[src/rtl/move_cmd_queue_pkg.sv]
// Shared encodings for the snake keyboard front end: directions, key bytes,
// controller states and the reverse-direction helper.
package move_cmd_queue_pkg;

    localparam logic [2:0] DIR_UP    = 3'd0;
    localparam logic [2:0] DIR_DOWN  = 3'd1;
    localparam logic [2:0] DIR_LEFT  = 3'd2;
    localparam logic [2:0] DIR_RIGHT = 3'd3;
    localparam logic [2:0] DIR_NONE  = 3'd7;

    localparam logic [7:0] KEY_W      = 8'h77;
    localparam logic [7:0] KEY_S      = 8'h73;
    localparam logic [7:0] KEY_A      = 8'h61;
    localparam logic [7:0] KEY_D      = 8'h64;
    localparam logic [7:0] KEY_8      = 8'h38;
    localparam logic [7:0] KEY_5      = 8'h35;
    localparam logic [7:0] KEY_4      = 8'h34;
    localparam logic [7:0] KEY_6      = 8'h36;
    localparam logic [7:0] KEY_P      = 8'h70;
    localparam logic [7:0] KEY_R      = 8'h72;
    localparam logic [7:0] KEY_B      = 8'h62;
    localparam logic [7:0] KEY_K      = 8'h6b;
    localparam logic [7:0] ECHO_REJECT = 8'h21;

    localparam logic [1:0] S_INIT  = 2'd0;
    localparam logic [1:0] S_RUN   = 2'd1;
    localparam logic [1:0] S_PAUSE = 2'd2;

    // NONE maps to NONE so an idle player accepts any first direction.
    function automatic logic [2:0] reverse_dir(input logic [2:0] d);
        logic [2:0] r;
        case (d)
            DIR_UP:    r = DIR_DOWN;
            DIR_DOWN:  r = DIR_UP;
            DIR_LEFT:  r = DIR_RIGHT;
            DIR_RIGHT: r = DIR_LEFT;
            default:   r = DIR_NONE;
        endcase
        return r;
    endfunction

endpackage

[src/rtl/move_cmd_queue_if.sv]
// Bus between the UART/game-core side and the keyboard command queue.
interface move_cmd_queue_if #(
    parameter int N_PLAYERS = 1,
    parameter int DEPTH     = 4
);
    localparam int CW = $clog2(DEPTH + 1);

    logic                      rx_valid;
    logic [7:0]                rx_byte;
    logic                      step;
    logic                      tx_busy;
    logic                      tx_start;
    logic [7:0]                tx_byte;
    logic [3*N_PLAYERS-1:0]    dir;
    logic [CW*N_PLAYERS-1:0]   q_count;
    logic                      background;
    logic                      barrier_control;
    logic                      restart;
    logic                      paused;
    logic [N_PLAYERS-1:0]      overflow;

    modport master (
        output rx_valid, rx_byte, step, tx_busy,
        input  tx_start, tx_byte, dir, q_count, background, barrier_control,
               restart, paused, overflow
    );

    modport slave (
        input  rx_valid, rx_byte, step, tx_busy,
        output tx_start, tx_byte, dir, q_count, background, barrier_control,
               restart, paused, overflow
    );
endinterface

[src/rtl/move_cmd_queue_dir_fifo.sv]
// Small direction FIFO: DEPTH x 3 bits with simultaneous push/pop, exposing
// head, tail and occupancy so the decoder can validate against the tail.
module dir_fifo
    import move_cmd_queue_pkg::*;
#(
    parameter int DEPTH = 4,
    parameter int CW    = $clog2(DEPTH + 1)
) (
    input  logic          clk,
    input  logic          reset,
    input  logic          flush,
    input  logic          push,
    input  logic          pop,
    input  logic [2:0]    din,
    output logic [2:0]    head,
    output logic [2:0]    tail,
    output logic [CW-1:0] count,
    output logic          empty,
    output logic          full
);
    localparam int            AW       = $clog2(DEPTH);
    localparam logic [AW-1:0] PTR_ONE  = AW'(1);
    localparam logic [CW-1:0] CNT_ONE  = CW'(1);
    localparam logic [CW-1:0] CNT_FULL = CW'(DEPTH);

    logic [2:0]    mem_r [DEPTH];
    logic [AW-1:0] rd_ptr_r;
    logic [AW-1:0] wr_ptr_r;
    logic [CW-1:0] count_r;
    logic          do_push_s;
    logic          do_pop_s;

    // A pop frees a slot in the same edge, so a full queue can still take a push.
    always_comb begin
        do_pop_s  = pop && !empty;
        do_push_s = push && (!full || do_pop_s);
    end

    // Entry storage.
    always_ff @(posedge clk or negedge reset) begin
        if (!reset) begin
            for (int i = 0; i < DEPTH; i++) mem_r[i] <= DIR_NONE;
        end else if (do_push_s && !flush) begin
            mem_r[wr_ptr_r] <= din;
        end
    end

    // Pointers and occupancy; pointers wrap naturally at DEPTH.
    always_ff @(posedge clk or negedge reset) begin
        if (!reset) begin
            rd_ptr_r <= '0;
            wr_ptr_r <= '0;
            count_r  <= '0;
        end else if (flush) begin
            rd_ptr_r <= '0;
            wr_ptr_r <= '0;
            count_r  <= '0;
        end else begin
            if (do_push_s) wr_ptr_r <= wr_ptr_r + PTR_ONE;
            if (do_pop_s)  rd_ptr_r <= rd_ptr_r + PTR_ONE;
            case ({do_push_s, do_pop_s})
                2'b10:   count_r <= count_r + CNT_ONE;
                2'b01:   count_r <= count_r - CNT_ONE;
                default: count_r <= count_r;
            endcase
        end
    end

    assign head  = mem_r[rd_ptr_r];
    assign tail  = mem_r[wr_ptr_r - PTR_ONE];
    assign count = count_r;
    assign empty = (count_r == '0);
    assign full  = (count_r == CNT_FULL);

endmodule

[src/rtl/move_cmd_queue.sv]
// Keyboard command front end: decodes UART bytes into per-player direction
// queues and control pulses, and echoes accepted/rejected keys back.
module move_cmd_queue
    import move_cmd_queue_pkg::*;
#(
    parameter int N_PLAYERS  = 1,
    parameter int DEPTH      = 4,
    parameter int INIT_DELAY = 100000,
    parameter int ECHO       = 1
) (
    input logic              clk,
    input logic              reset,
    move_cmd_queue_if.slave  bus
);
    localparam int             CW        = $clog2(DEPTH + 1);
    localparam int             ICW       = $clog2(INIT_DELAY + 1);
    localparam logic [ICW-1:0] INIT_LAST = ICW'(INIT_DELAY - 1);
    localparam logic [ICW-1:0] INIT_ONE  = ICW'(1);

    logic [1:0]           state_r;
    logic [ICW-1:0]       init_cnt_r;
    logic                 paused_r;
    logic                 restart_r;
    logic                 background_r;
    logic                 barrier_r;
    logic                 echo_full_r;
    logic [7:0]           echo_byte_r;
    logic                 tx_start_r;
    logic [7:0]           tx_byte_r;

    logic                 run_s;
    logic                 rx_live_s;
    logic                 dir_key_s;
    logic                 key_player_s;
    logic [2:0]           key_dir_s;
    logic                 ctl_key_s;
    logic                 is_p_s;
    logic                 is_r_s;
    logic                 is_b_s;
    logic                 is_k_s;
    logic [N_PLAYERS-1:0] hit_vec_s;
    logic [N_PLAYERS-1:0] push_vec_s;
    logic                 echo_load_s;
    logic [7:0]           echo_val_s;
    logic                 send_s;

    // Byte decode; player-1 keys only map when a second player exists.
    always_comb begin
        dir_key_s    = 1'b0;
        key_player_s = 1'b0;
        key_dir_s    = DIR_NONE;
        ctl_key_s    = 1'b0;
        case (bus.rx_byte)
            KEY_W:   begin dir_key_s = 1'b1; key_dir_s = DIR_UP;    end
            KEY_S:   begin dir_key_s = 1'b1; key_dir_s = DIR_DOWN;  end
            KEY_A:   begin dir_key_s = 1'b1; key_dir_s = DIR_LEFT;  end
            KEY_D:   begin dir_key_s = 1'b1; key_dir_s = DIR_RIGHT; end
            KEY_8:   begin dir_key_s = (N_PLAYERS == 2); key_player_s = 1'b1; key_dir_s = DIR_UP;    end
            KEY_5:   begin dir_key_s = (N_PLAYERS == 2); key_player_s = 1'b1; key_dir_s = DIR_DOWN;  end
            KEY_4:   begin dir_key_s = (N_PLAYERS == 2); key_player_s = 1'b1; key_dir_s = DIR_LEFT;  end
            KEY_6:   begin dir_key_s = (N_PLAYERS == 2); key_player_s = 1'b1; key_dir_s = DIR_RIGHT; end
            KEY_P, KEY_R, KEY_B, KEY_K: ctl_key_s = 1'b1;
            default: ctl_key_s = 1'b0;
        endcase
    end

    assign run_s     = (state_r == S_RUN);
    assign rx_live_s = bus.rx_valid && (state_r != S_INIT);
    assign is_p_s    = rx_live_s && (bus.rx_byte == KEY_P);
    assign is_r_s    = rx_live_s && (bus.rx_byte == KEY_R);
    assign is_b_s    = rx_live_s && (bus.rx_byte == KEY_B);
    assign is_k_s    = rx_live_s && (bus.rx_byte == KEY_K);

    for (genvar p = 0; p < N_PLAYERS; p++) begin : g_player
        logic          hit_s;
        logic          legal_s;
        logic          pop_s;
        logic          push_s;
        logic          drop_s;
        logic [2:0]    ref_s;
        logic [2:0]    head_s;
        logic [2:0]    tail_s;
        logic [CW-1:0] count_s;
        logic          empty_s;
        logic          full_s;
        logic [2:0]    dir_r;
        logic          ovf_r;

        // Validate against the newest queued move, or the live heading if none.
        always_comb begin
            hit_s   = rx_live_s && dir_key_s && (key_player_s == (p != 0));
            ref_s   = empty_s ? dir_r : tail_s;
            legal_s = (key_dir_s != ref_s) && (key_dir_s != reverse_dir(ref_s));
            pop_s   = bus.step && run_s && !empty_s;
            push_s  = hit_s && run_s && legal_s && (!full_s || pop_s);
            drop_s  = hit_s && run_s && legal_s && full_s && !pop_s;
        end

        dir_fifo #(.DEPTH(DEPTH), .CW(CW)) u_fifo (
            .clk   (clk),
            .reset (reset),
            .flush (is_r_s),
            .push  (push_s),
            .pop   (pop_s),
            .din   (key_dir_s),
            .head  (head_s),
            .tail  (tail_s),
            .count (count_s),
            .empty (empty_s),
            .full  (full_s)
        );

        // Current heading and sticky overflow flag.
        always_ff @(posedge clk or negedge reset) begin
            if (!reset) begin
                dir_r <= DIR_NONE;
                ovf_r <= 1'b0;
            end else if (is_r_s) begin
                dir_r <= DIR_NONE;
                ovf_r <= 1'b0;
            end else begin
                if (pop_s)  dir_r <= head_s;
                if (drop_s) ovf_r <= 1'b1;
            end
        end

        assign hit_vec_s[p]           = hit_s;
        assign push_vec_s[p]          = push_s;
        assign bus.dir[3*p +: 3]      = dir_r;
        assign bus.q_count[CW*p +: CW] = count_s;
        assign bus.overflow[p]        = ovf_r;
    end

    // Controller state: power-up quiet period, then run/pause toggling.
    always_ff @(posedge clk or negedge reset) begin
        if (!reset) begin
            state_r    <= S_INIT;
            init_cnt_r <= '0;
            paused_r   <= 1'b0;
        end else begin
            case (state_r)
                S_INIT: begin
                    if (init_cnt_r == INIT_LAST) state_r <= S_RUN;
                    else                         init_cnt_r <= init_cnt_r + INIT_ONE;
                end
                S_RUN: begin
                    if (!is_r_s && is_p_s) begin
                        state_r  <= S_PAUSE;
                        paused_r <= 1'b1;
                    end
                end
                S_PAUSE: begin
                    if (is_r_s || is_p_s) begin
                        state_r  <= S_RUN;
                        paused_r <= 1'b0;
                    end
                end
                default: begin
                    state_r  <= S_INIT;
                    paused_r <= 1'b0;
                end
            endcase
        end
    end

    // One-cycle control pulses.
    always_ff @(posedge clk or negedge reset) begin
        if (!reset) begin
            restart_r    <= 1'b0;
            background_r <= 1'b0;
            barrier_r    <= 1'b0;
        end else begin
            restart_r    <= is_r_s;
            background_r <= is_b_s;
            barrier_r    <= is_k_s;
        end
    end

    // Echo selection: a direction key is echoed as itself only if it was queued.
    always_comb begin
        echo_load_s = (ECHO != 0) && rx_live_s && (ctl_key_s || (|hit_vec_s));
        if ((|hit_vec_s) && !(|push_vec_s)) echo_val_s = ECHO_REJECT;
        else                                echo_val_s = bus.rx_byte;
        send_s = echo_full_r && !bus.tx_busy;
    end

    // Single-entry echo holding register feeding the transmitter.
    always_ff @(posedge clk or negedge reset) begin
        if (!reset) begin
            echo_full_r <= 1'b0;
            echo_byte_r <= 8'h00;
            tx_start_r  <= 1'b0;
            tx_byte_r   <= 8'h00;
        end else begin
            tx_start_r <= send_s;
            if (send_s) begin
                tx_byte_r   <= echo_byte_r;
                echo_full_r <= 1'b0;
            end else if (echo_load_s && !echo_full_r) begin
                echo_byte_r <= echo_val_s;
                echo_full_r <= 1'b1;
            end
        end
    end

    assign bus.tx_start        = (ECHO != 0) ? tx_start_r : 1'b0;
    assign bus.tx_byte         = tx_byte_r;
    assign bus.background      = background_r;
    assign bus.barrier_control = barrier_r;
    assign bus.restart         = restart_r;
    assign bus.paused          = paused_r;

endmodule

[src/flat_wrapper.sv]
// flat-port wrapper written by rule: the top's interface ports become plain ports
module move_cmd_queue_flat import move_cmd_queue_pkg::*;
#(
    parameter int N_PLAYERS  = 1,
    parameter int DEPTH      = 4,
    parameter int INIT_DELAY = 100000,
    parameter int ECHO       = 1
)
  (clk, reset, bus_rx_valid, bus_rx_byte, bus_step, bus_tx_busy, bus_tx_start, bus_tx_byte, bus_dir, bus_q_count, bus_background, bus_barrier_control, bus_restart, bus_paused, bus_overflow);
  move_cmd_queue_if #(.N_PLAYERS(N_PLAYERS), .DEPTH(DEPTH)) bus_i ();
  input logic clk;
  input logic reset;
  input wire logic [$bits(bus_i.rx_valid)-1:0] bus_rx_valid;
  input wire logic [$bits(bus_i.rx_byte)-1:0] bus_rx_byte;
  input wire logic [$bits(bus_i.step)-1:0] bus_step;
  input wire logic [$bits(bus_i.tx_busy)-1:0] bus_tx_busy;
  output wire logic [$bits(bus_i.tx_start)-1:0] bus_tx_start;
  output wire logic [$bits(bus_i.tx_byte)-1:0] bus_tx_byte;
  output wire logic [$bits(bus_i.dir)-1:0] bus_dir;
  output wire logic [$bits(bus_i.q_count)-1:0] bus_q_count;
  output wire logic [$bits(bus_i.background)-1:0] bus_background;
  output wire logic [$bits(bus_i.barrier_control)-1:0] bus_barrier_control;
  output wire logic [$bits(bus_i.restart)-1:0] bus_restart;
  output wire logic [$bits(bus_i.paused)-1:0] bus_paused;
  output wire logic [$bits(bus_i.overflow)-1:0] bus_overflow;
  assign bus_i.rx_valid = bus_rx_valid;
  assign bus_i.rx_byte = bus_rx_byte;
  assign bus_i.step = bus_step;
  assign bus_i.tx_busy = bus_tx_busy;
  assign bus_tx_start = bus_i.tx_start;
  assign bus_tx_byte = bus_i.tx_byte;
  assign bus_dir = bus_i.dir;
  assign bus_q_count = bus_i.q_count;
  assign bus_background = bus_i.background;
  assign bus_barrier_control = bus_i.barrier_control;
  assign bus_restart = bus_i.restart;
  assign bus_paused = bus_i.paused;
  assign bus_overflow = bus_i.overflow;
  move_cmd_queue #(.N_PLAYERS(N_PLAYERS), .DEPTH(DEPTH), .INIT_DELAY(INIT_DELAY), .ECHO(ECHO)) u_core (.clk(clk), .reset(reset), .bus(bus_i));
endmodule
[config.mk]
export PLATFORM = sky130hd
export DESIGN_NAME = move_cmd_queue_flat
export DESIGN_NICKNAME = d
export VERILOG_FILES = /design/src/rtl/move_cmd_queue_pkg.sv /design/src/rtl/move_cmd_queue_if.sv /design/src/rtl/move_cmd_queue_dir_fifo.sv /design/src/rtl/move_cmd_queue.sv /design/src/flat_wrapper.sv
export SDC_FILE = /design/constraint.sdc
export NUM_CORES = 1
export LEC_CHECK = 0
export BUFFER_PORTS_ARGS = -buffer_cell sky130_fd_sc_hd__clkbuf_2
export CORE_ASPECT_RATIO = 0.7
export CORE_MARGIN = 2
export CORE_UTILIZATION = 50
export CTS_CLUSTER_SIZE = 10
export DETAILED_ROUTE_END_ITERATION = 8
export PLACE_DENSITY = 0.78
export SYNTH_ARGS = -nofsm -noshare
export SYNTH_HDL_FRONTEND = slang
export SYNTH_HIERARCHICAL = 1
export SYNTH_SLANG_ARGS = --single-unit
[constraint.sdc]
create_clock -name clk -period 6.15 [get_ports clk]
set_input_delay 0 -clock clk [delete_from_list [all_inputs] [get_ports clk]]
set_output_delay 0 -clock clk [all_outputs]
set_load 0.01 [all_outputs]
Word-level counts from Yosys, hierarchy flattened
Index checks and enable logic that the tools add are counted.
Cells by class
  add/sub/neg operators: 6
  magnitude comparators: 4
  equal/unequal tests: 26
  mux-type cells: 35
  bitwise gates (word level): 7
  reduce and logical (&&, ||, !) cells: 56
Operators by type and width (number)
  equality test 8 x 7 -> 1 bit, second input constant: 8
  equality test 8 x 6 -> 1 bit, second input constant: 4
  two-way mux 3 bit: 9
  logical AND 1 bit: 24
  one-hot mux 3 bit (4 select lines): 2
  adder 17 x 1 -> 17 bit, second input constant: 1
  equality test 17 bit, second input constant: 1
  two-way mux 2 bit: 7
  binary-select mux 3 bit (select 2 bit): 2
  bitwise mux 12 bit: 1
  nonzero test 2 bit: 6
  OR reduction 4 bit: 3
  >= comparator 3 bit, second input constant: 3
  two-way mux 1 bit: 9
  NOT 2 -> 3 bit: 3
  two-way mux 8 bit: 1
  OR reduction 2 bit: 4
  logical NOT 1 bit: 7
  demux 3 bit (select 2 bit): 1
  equality test 3 x 2 -> 1 bit, second input constant: 2
  logical NOT 3 bit: 2
  inequality test 3 bit: 2
  one-hot mux 2 bit (3 select lines): 1
  one-hot mux 3 bit (2 select lines): 1
  other kinds (18): 30
Storage, ports and cells
  register bits after elaboration: 64
  bits of input ports: 13
  output and inout port bits: 20
  word-level logic and storage cells: 153

Longest topological paths before layout
  depth in word-level cells: 16
  depth in mapped cells: 16
  mapped depth without buffers: 15

Cells and area by module
The synthesis kept the hierarchy.
Modules (own cells, without submodules)
  move_cmd_queue: times used 1, cells each 227, area an instance 2418.6 um^2, sequential area each 1129.8 um^2
  dir_fifo: times used 1, cells each 96, area an instance 1149.9 um^2, sequential area each 490.5 um^2

Least setup slack after synthesis
No wires, ideal clock.
  kind: flip-flop to flip-flop
  start point: reg u_core.g_player[0].u_fifo.wr_ptr_r[0]
  end point: reg u_core.g_player[0].u_fifo.count_r[2]
  library setup time: 0.078 ns
  arrival: 3.838 ns
  required time: 6.072 ns
  slack: 2.234 ns
  cell stages (with the launch flop): 17
  buffers on the path: 1
  period minus slack after synthesis: 3.916 ns
  path through: dfrtp_1 > inv_1 > ha_1 > mux4_2 > a211oi_1 > a21oi_1 > nor3_1 > nor2_1 > mux2_4 > nor2_1 > clkbuf_1 > nor2_1 > fa_1 > or3b_2 > o21ai_0 > nand2_1 > a21oi_1
On the way
  word-level cells in the longest chain between the ends: 16
  elaborated cells between the ends (all ways): 22
  classes of those cells: 1 x add/sub; 7 x eq/ne; 7 x mux; 1 x bitwise; 6 x reduce/logical
RTL lines
  start: declaration: line move_cmd_queue_dir_fifo.sv:28  | logic [AW-1:0] wr_ptr_r;
  start signal: assignment: line move_cmd_queue_dir_fifo.sv:59  | if (do_push_s) wr_ptr_r <= wr_ptr_r + PTR_ONE;
  subtractor 2 x 1 -> 2 bit *: line move_cmd_queue_dir_fifo.sv:70  | assign tail = mem_r[wr_ptr_r - PTR_ONE];
  NOT 2 -> 3 bit (implied by the code) *: line move_cmd_queue_dir_fifo.sv:70
  binary-select mux 3 bit (select 2 bit) *: line move_cmd_queue_dir_fifo.sv:70
  two-way mux 3 bit (implied by the code) * (2 in a row): line move_cmd_queue_dir_fifo.sv:70
  via u_core.g_player[0].tail_s[2]: line move_cmd_queue.sv:82  | logic [2:0] tail_s;
  two-way mux 3 bit *: line move_cmd_queue.sv:92  | ref_s = empty_s ? dir_r : tail_s;
  equality test 3 x 2 -> 1 bit, or another cell as far along: line move_cmd_queue_pkg.sv:32  | case (d)
  one-hot mux 3 bit (4 select lines): line move_cmd_queue_pkg.sv:32
  inequality test 3 bit: line move_cmd_queue.sv:93  | legal_s = (key_dir_s != ref_s) && (key_dir_s != reverse_dir(ref_s));
  logical AND 1 bit *: line move_cmd_queue.sv:93
  logical AND 1 bit * (2 in a row): line move_cmd_queue.sv:95  | push_s = hit_s && run_s && legal_s && (!full_s || pop_s);
  via u_core.g_player[0].push_s: line move_cmd_queue.sv:78  | logic push_s;
  logical AND 1 bit *: line move_cmd_queue_dir_fifo.sv:36  | do_push_s = push && (!full || do_pop_s);
  equality test 2 x 1 -> 1 bit / equality test 2 bit (equally long branches): line move_cmd_queue_dir_fifo.sv:61  | case ({do_push_s, do_pop_s})
  one-hot mux 3 bit (2 select lines): line move_cmd_queue_dir_fifo.sv:61
  two-way mux 3 bit: line move_cmd_queue_dir_fifo.sv:54  | end else if (flush) begin
  end signal: assignment: line move_cmd_queue_dir_fifo.sv:62  | 2'b10: count_r <= count_r + CNT_ONE;
  end signal: assignment: line move_cmd_queue_dir_fifo.sv:63  | 2'b01: count_r <= count_r - CNT_ONE;
  end signal: assignment: line move_cmd_queue_dir_fifo.sv:64  | default: count_r <= count_r;
  end: declaration: line move_cmd_queue_dir_fifo.sv:29  | logic [CW-1:0] count_r;
Mark *: on every way through the listed nets, which the timed path passes. The rest lies on a longest branch. The select of a mux whose other input is x is not followed.
A chain may end at the register's enable or synchronous reset.

Worst setup path after layout
  start point: reg u_core.g_player[0].u_fifo.count_r[0]
  end point: reg u_core.g_player[0].u_fifo.count_r[2]
On the way
  elaborated cells between the ends (all ways): 27
  classes of those cells: 2 x add/sub; 8 x eq/ne; 4 x mux; 13 x reduce/logical
RTL lines
  logical NOT 3 bit *: line move_cmd_queue_dir_fifo.sv:72  | assign empty = (count_r == '0);
  via u_core.g_player[0].empty_s: line move_cmd_queue.sv:84  | logic empty_s;
  logical NOT 1 bit *: line move_cmd_queue.sv:94  | pop_s = bus.step && run_s && !empty_s;
  logical AND 1 bit *: line move_cmd_queue.sv:94
  via u_core.g_player[0].pop_s: line move_cmd_queue.sv:77  | logic pop_s;
  logical OR 1 bit *: line move_cmd_queue.sv:95
  logical AND 1 bit *: line move_cmd_queue.sv:95
  via u_core.g_player[0].push_s: line move_cmd_queue.sv:78
  logical AND 1 bit *: line move_cmd_queue_dir_fifo.sv:36
  equality test 2 x 1 -> 1 bit / equality test 2 bit (equally long branches): line move_cmd_queue_dir_fifo.sv:61
  one-hot mux 3 bit (2 select lines): line move_cmd_queue_dir_fifo.sv:61
  two-way mux 3 bit: line move_cmd_queue_dir_fifo.sv:54
Mark *: on every way through the listed nets, which the timed path passes. The rest lies on a longest branch.

==> report_table.html <==
<table>
<tr><th>Metric</th><th>Value</th></tr>
<tr><th colspan="2">Worst setup path</th></tr>
<tr><td>Data required time of the critical path</td><td>approximately 6.4 ns</td></tr>
<tr><td>R2R Setup Slk</td><td>between 1.5 and 2 ns</td></tr>
<tr><td>Arrival time reported for the critical path endpoint</td><td>approximately 4.8 ns</td></tr>
<tr><td>Max incr delay on CP</td><td>roughly 0.64 ns</td></tr>
<tr><td>Worst-path fanout max</td><td>18</td></tr>
<tr><td>Sort of element at the end of the critical path</td><td>register</td></tr>
<tr><td>Count of buffer and inverter cells on the critical path</td><td>1</td></tr>
<tr><td>Kind of cell adding the most delay to the critical path</td><td>simple AND/OR/NAND/NOR gates</td></tr>
<tr><td>Worst setup path class</td><td>register to register</td></tr>
<tr><td>Critical path's most frequent cell</td><td>nor2_1</td></tr>
<tr><td>Critical path startpoint category</td><td>register</td></tr>
<tr><td>Worst reg2reg startpoint</td><td>u_core/g_player[0].u_fifo/count[0]$_DFFE_PN0P_</td></tr>
<tr><td>Path depth of the worst reg2reg path</td><td>12</td></tr>
<tr><td>Slowest library cell on the worst path</td><td>nor3b_4</td></tr>
<tr><td>Cells along the critical path</td><td>or3_1 -&gt; inv_1 -&gt; nor3b_4 -&gt; and2b_2 -&gt; or3_2 -&gt; nor2_1 -&gt; nor2_1 -&gt; fa_1 -&gt; or3b_2 -&gt; o21ai_0 -&gt; nand2_1 -&gt; a21oi_1</td></tr>
<tr><td>Endpoint of the lowest-slack register-to-register path</td><td>u_core/g_player[0].u_fifo/count[2]$_DFFE_PN0P_</td></tr>
<tr><th colspan="2">Die</th></tr>
<tr><td>Die W</td><td>~100 microns</td></tr>
<tr><td>Overall die area</td><td>a little under 8000 sq um</td></tr>
<tr><td>I/O pin cnt</td><td>33</td></tr>
<tr><td>Number of rows created at floorplan</td><td>25</td></tr>
<tr><td>Total core area</td><td>approximately 6800 sq um</td></tr>
<tr><td>Die Span Y</td><td>~75 microns</td></tr>
<tr><td>Starting Density</td><td>52.33%</td></tr>
<tr><th colspan="2">Route</th></tr>
<tr><td>Vias per Instance</td><td>slightly below 6</td></tr>
<tr><td>DR DRC count</td><td>0</td></tr>
<tr><td>Total detailed-routing wirelength</td><td>7295 microns</td></tr>
<tr><td>Via total after detailed routing</td><td>between 2000 and 3000</td></tr>
<tr><td>DRC marker count from the first detailed-route iteration</td><td>around 160</td></tr>
<tr><td>Initial DRT Pass Iterations</td><td>5</td></tr>
<tr><td>Wire length per cell</td><td>between 15 and 20 microns</td></tr>
<tr><td>Count of antenna-violating nets left after detailed routing</td><td>0</td></tr>
<tr><th colspan="2">Place</th></tr>
<tr><td>Placed Cells incl. Taps</td><td>approximately 440</td></tr>
<tr><td>Post-DP HPWL</td><td>between 5000 and 6000 microns</td></tr>
<tr><td>Worst slack at placement</td><td>roughly 1.7 ns</td></tr>
<tr><td>RePlAce Congestion</td><td>approximately 0.93</td></tr>
<tr><td>Placed Area</td><td>between 3000 and 4000 sq um</td></tr>
<tr><td>I/O Buffers</td><td>32</td></tr>
<tr><th colspan="2">Power and ir drop</th></tr>
<tr><td>Switching power share of the total</td><td>34.23%</td></tr>
<tr><td>Sequential Power Share</td><td>45.0%</td></tr>
<tr><td>Power share of the combinational group</td><td>between 20 and 30%</td></tr>
<tr><td>Share of total power in the clock network</td><td>about a quarter</td></tr>
<tr><td>Cell Int Power</td><td>871.6 uW</td></tr>
<tr><td>Power dissipated by switching net loads</td><td>between 400 and 500 uW</td></tr>
<tr><td>Worst VDD drop</td><td>~0.18 mV</td></tr>
<tr><td>Power Density</td><td>~330 nW/um^2</td></tr>
<tr><td>Standby leakage power</td><td>0.001803 uW</td></tr>
<tr><th colspan="2">CTS</th></tr>
<tr><td>Clock transition at the registers of the reported paths</td><td>0.07 ns</td></tr>
<tr><td>Post-CTS setup buffers</td><td>0</td></tr>
<tr><td># clock sinks</td><td>64</td></tr>
<tr><td>CTS Hold Buffers Added</td><td>2</td></tr>
<tr><td>Longest Clk Path Bufs</td><td>2</td></tr>
<tr><td>CTS-repair resized insts</td><td>0</td></tr>
<tr><td>Clock tree from TritonCTS</td><td>yes</td></tr>
<tr><td>Insertion delay to the later sink of the worst-skew pair</td><td>0.33 ns</td></tr>
<tr><td>Root buffer selected by CTS</td><td>clkbuf_8</td></tr>
<tr><td>CTS Buf Count</td><td>9</td></tr>
<tr><td>Number of H-tree branching levels</td><td>3</td></tr>
<tr><th colspan="2">Min path</th></tr>
<tr><td>Tightest Hold Check Type</td><td>primary input to register</td></tr>
<tr><td>Destination of the worst hold path</td><td>u_core/echo_byte_r[3]$_DFFE_PN0P_</td></tr>
<tr><td>Startpoint of the tightest hold check path</td><td>bus_rx_byte[3]</td></tr>
<tr><td>Hold depth</td><td>2</td></tr>
<tr><th colspan="2">Status</th></tr>
<tr><td>Result of the run</td><td>completed</td></tr>
<tr><th colspan="2">Timing</th></tr>
<tr><td>Relative slew slack</td><td>about 47%</td></tr>
<tr><td>Share of the clock period used by the worst path</td><td>around 73%</td></tr>
<tr><td>RSZ-0062 raised after global routing</td><td>no</td></tr>
<tr><td>Final number of max-transition violations</td><td>0</td></tr>
<tr><td>Achievable clock frequency</td><td>roughly 220 MHz</td></tr>
<tr><td>Aggregate negative setup slack</td><td>0 ns</td></tr>
<tr><td>Final hold vios</td><td>0</td></tr>
<tr><td>Worst-margin pin slew</td><td>slightly below 0.8 ns</td></tr>
<tr><td>Min setup slack post-route</td><td>between 1.5 and 2 ns</td></tr>
<tr><td>Shortest clock period the worst path allows after layout</td><td>4.504 ns</td></tr>
<tr><td>Final setup violating endpoints</td><td>0</td></tr>
<tr><td>Worst setup skew after layout</td><td>between 0.008 and 0.009 ns</td></tr>
<tr><th colspan="2">Cells and area</th></tr>
<tr><td>Combined area of the multi-input logic cells</td><td>1828 sq um</td></tr>
<tr><td>Final core utilization</td><td>between 50% and 60%</td></tr>
<tr><td>Fraction of layout cells with a size suffix above 1</td><td>approximately a third</td></tr>
<tr><td>Leading cell type in the layout, fill and taps excluded</td><td>dfrtp_1</td></tr>
<tr><td>Final-stage net count</td><td>between 300 and 400</td></tr>
<tr><td>Fill cell total of the finished layout</td><td>about 580</td></tr>
<tr><td>Most frequent cells in the layout</td><td>dfrtp_1, clkbuf_2, nor2_1</td></tr>
<tr><td>Fin area</td><td>~4000 sq um</td></tr>
<tr><td>Diode count</td><td>0</td></tr>
<tr><td>Final standard cell count with taps included and fillers excluded</td><td>between 400 and 500</td></tr>
<tr><td>Synthesis-to-finish area growth</td><td>11.85%</td></tr>
<tr><td>Reg area</td><td>between 1500 and 2000 sq um</td></tr>
<tr><th colspan="2">Logic synthesis</th></tr>
<tr><td>Synthesized cell area</td><td>3568 sq um</td></tr>
<tr><td>Number of distinct library cells after synthesis</td><td>72</td></tr>
<tr><td>Synthesis Warnings</td><td>6</td></tr>
<tr><td>Number of synthesized register bits</td><td>64</td></tr>
<tr><td>Share of synthesized registers carrying an async set or reset</td><td>100.0%</td></tr>
<tr><td>Average cell area after synthesis</td><td>between 10 and 15 sq um</td></tr>
<tr><td>Post-synthesis sequential area ratio</td><td>a little under half</td></tr>
<tr><td>Number of enable-type register cells in the synthesized netlist</td><td>0</td></tr>
<tr><td>Post-synthesis instance total</td><td>about 320</td></tr>
<tr><td>Most used flip-flop cell after synthesis</td><td>dfrtp_1</td></tr>
<tr><td>Mapped Nets</td><td>between 300 and 400</td></tr>
<tr><th colspan="2">Global route</th></tr>
<tr><td>Maximum number of pins on one net before global-route repair</td><td>65</td></tr>
<tr><td>Vias in the first global route</td><td>2650</td></tr>
<tr><td>Initial antenna violation count</td><td>0</td></tr>
<tr><td>Global-route wire length before repair</td><td>between 10000 and 15000 microns</td></tr>
<tr><td>Gr ovfl total</td><td>0</td></tr>
<tr><td>Gr usage total</td><td>between 20 and 25%</td></tr>
<tr><th colspan="2">Run</th></tr>
<tr><td>Reported max-cap violation count</td><td>0</td></tr>
</table>
## power groups by stage
stage | clock (uW) | sequential [uW] | combinational [uW]
6_report | 341 | 597 | 387
5_1_grt | 371 | 612 | 433
4_1_cts | 357 | 597 | 387
3_5_place_dp | 0 | 604 | 383
3_3_place_gp | 0 | 596 | 367
2_1_floorplan | 0 | 579 | 294
## cell usage after synthesis (all sizes together), types with 2 or more instances
library cell / instances / area [sq um]
a2111oi: 2 / 42.54
a211oi: 4 / 30.03
a21oi: 8 / 40.04
a22oi: 2 / 20.02
a311oi: 2 / 17.52
a31oi: 2 / 12.51
and2: 4 / 26.28
and2b: 2 / 16.27
and3: 10 / 62.56
buf: 4 / 35.03
clkbuf: 8 / 32.53
dfrtp: 49 / 1226
dfstp: 15 / 394.1
ha: 5 / 62.56
inv: 14 / 52.55
mux2: 20 / 229.0
mux2i: 3 / 30.03
mux4: 6 / 135.1
nand2: 23 / 86.33
nand2b: 3 / 18.77
nand3: 9 / 45.04
nand3b: 5 / 37.54
nand4: 4 / 25.02
nor2: 29 / 108.9
nor2b: 3 / 18.77
nor3b: 9 / 83.83
nor4: 2 / 12.51
o21ai: 14 / 70.07
o22a: 2 / 18.77
o22ai: 3 / 18.77
o31ai: 3 / 50.05
or2: 3 / 18.77
or2b: 2 / 16.27
or3: 4 / 28.78
or3b: 7 / 63.81
xnor2: 13 / 113.9
xor2: 7 / 68.82
## state kept, by name (all words and copies together), names as in the netlist, 2 cells and up
signal,cells
u_core/init_cnt_r,17
u_core/g_player.u_fifo/mem_r,12
u_core/bus.tx_byte,8
u_core/echo_byte_r,8
u_core/bus.dir,3
u_core/g_player.u_fifo/count,3
u_core/g_player.u_fifo/rd_ptr_r,2
u_core/g_player.u_fifo/wr_ptr_r,2
u_core/state_r,2
## per-layer routing
metal	share of wire (%)	global-route usage (%)	vias up
li1	-	-	1228
met1	45	26.61	1321
met2	47	32.25	103
met3	5.9	5.108	15
met4	2.0	8.296	0
met5	0	0	-
## through the flow
step / hold slack [ns] / total power (uW)
after CTS: 0.03843 / 1340
final: 0.06537 / 1325
after global routing: 0.07445 / 1416
after detailed placement: 0.2215 / 986.6
after floorplan: -0.2956 / 872.6
after global placement: 0.2094 / 963.8
## worst max-delay path by stage
stage / startpoint / to / slack (ns) / cells past startpoint
floorplan: u_core/g_player[0].u_fifo/wr_ptr_r[0]$_DFFE_PN0P_ / u_core/g_player[0].u_fifo/count[2]$_DFFE_PN0P_ / 2.23 / 16
global placement: u_core/g_player[0].u_fifo/count[1]$_DFFE_PN0P_ / u_core/g_player[0].u_fifo/count[2]$_DFFE_PN0P_ / 1.97 / 12
detailed placement: u_core/g_player[0].u_fifo/count[1]$_DFFE_PN0P_ / u_core/g_player[0].u_fifo/count[2]$_DFFE_PN0P_ / 1.70 / 12
CTS: u_core/g_player[0].u_fifo/count[1]$_DFFE_PN0P_ / u_core/g_player[0].u_fifo/count[2]$_DFFE_PN0P_ / 1.68 / 12
global route: u_core/g_player[0].u_fifo/count[1]$_DFFE_PN0P_ / u_core/g_player[0].u_fifo/count[2]$_DFFE_PN0P_ / 1.32 / 12
finish: u_core/g_player[0].u_fifo/count[0]$_DFFE_PN0P_ / u_core/g_player[0].u_fifo/count[2]$_DFFE_PN0P_ / 1.65 / 12
## final cells by class
| cell class | count | share of cell area [%] |
|---|---|---|
| tap | 94 | 2.947 |
| inverter | 14 | 1.317 |
| multi-input combinational | 233 | 45.80 |
| clock buffer | 9 | 3.103 |
| clock inverter | 6 | 1.536 |
| sequential | 64 | 40.60 |
| timing repair buffer | 35 | 4.702 |
## logic make-up after synthesis
| group | synth area share, % |
|---|---|
| and+or+nand+nor | 20.37 |
| DFF | 45.41 |
| AOI/OAI and AO/OA | 12.38 |
| muxes | 11.04 |
| buffers and inverters | 3.366 |
| xor gates and xnor gates | 5.119 |
| adders and majority gates | 2.314 |
No activity file was read; power rests on OpenSTA's default activity.
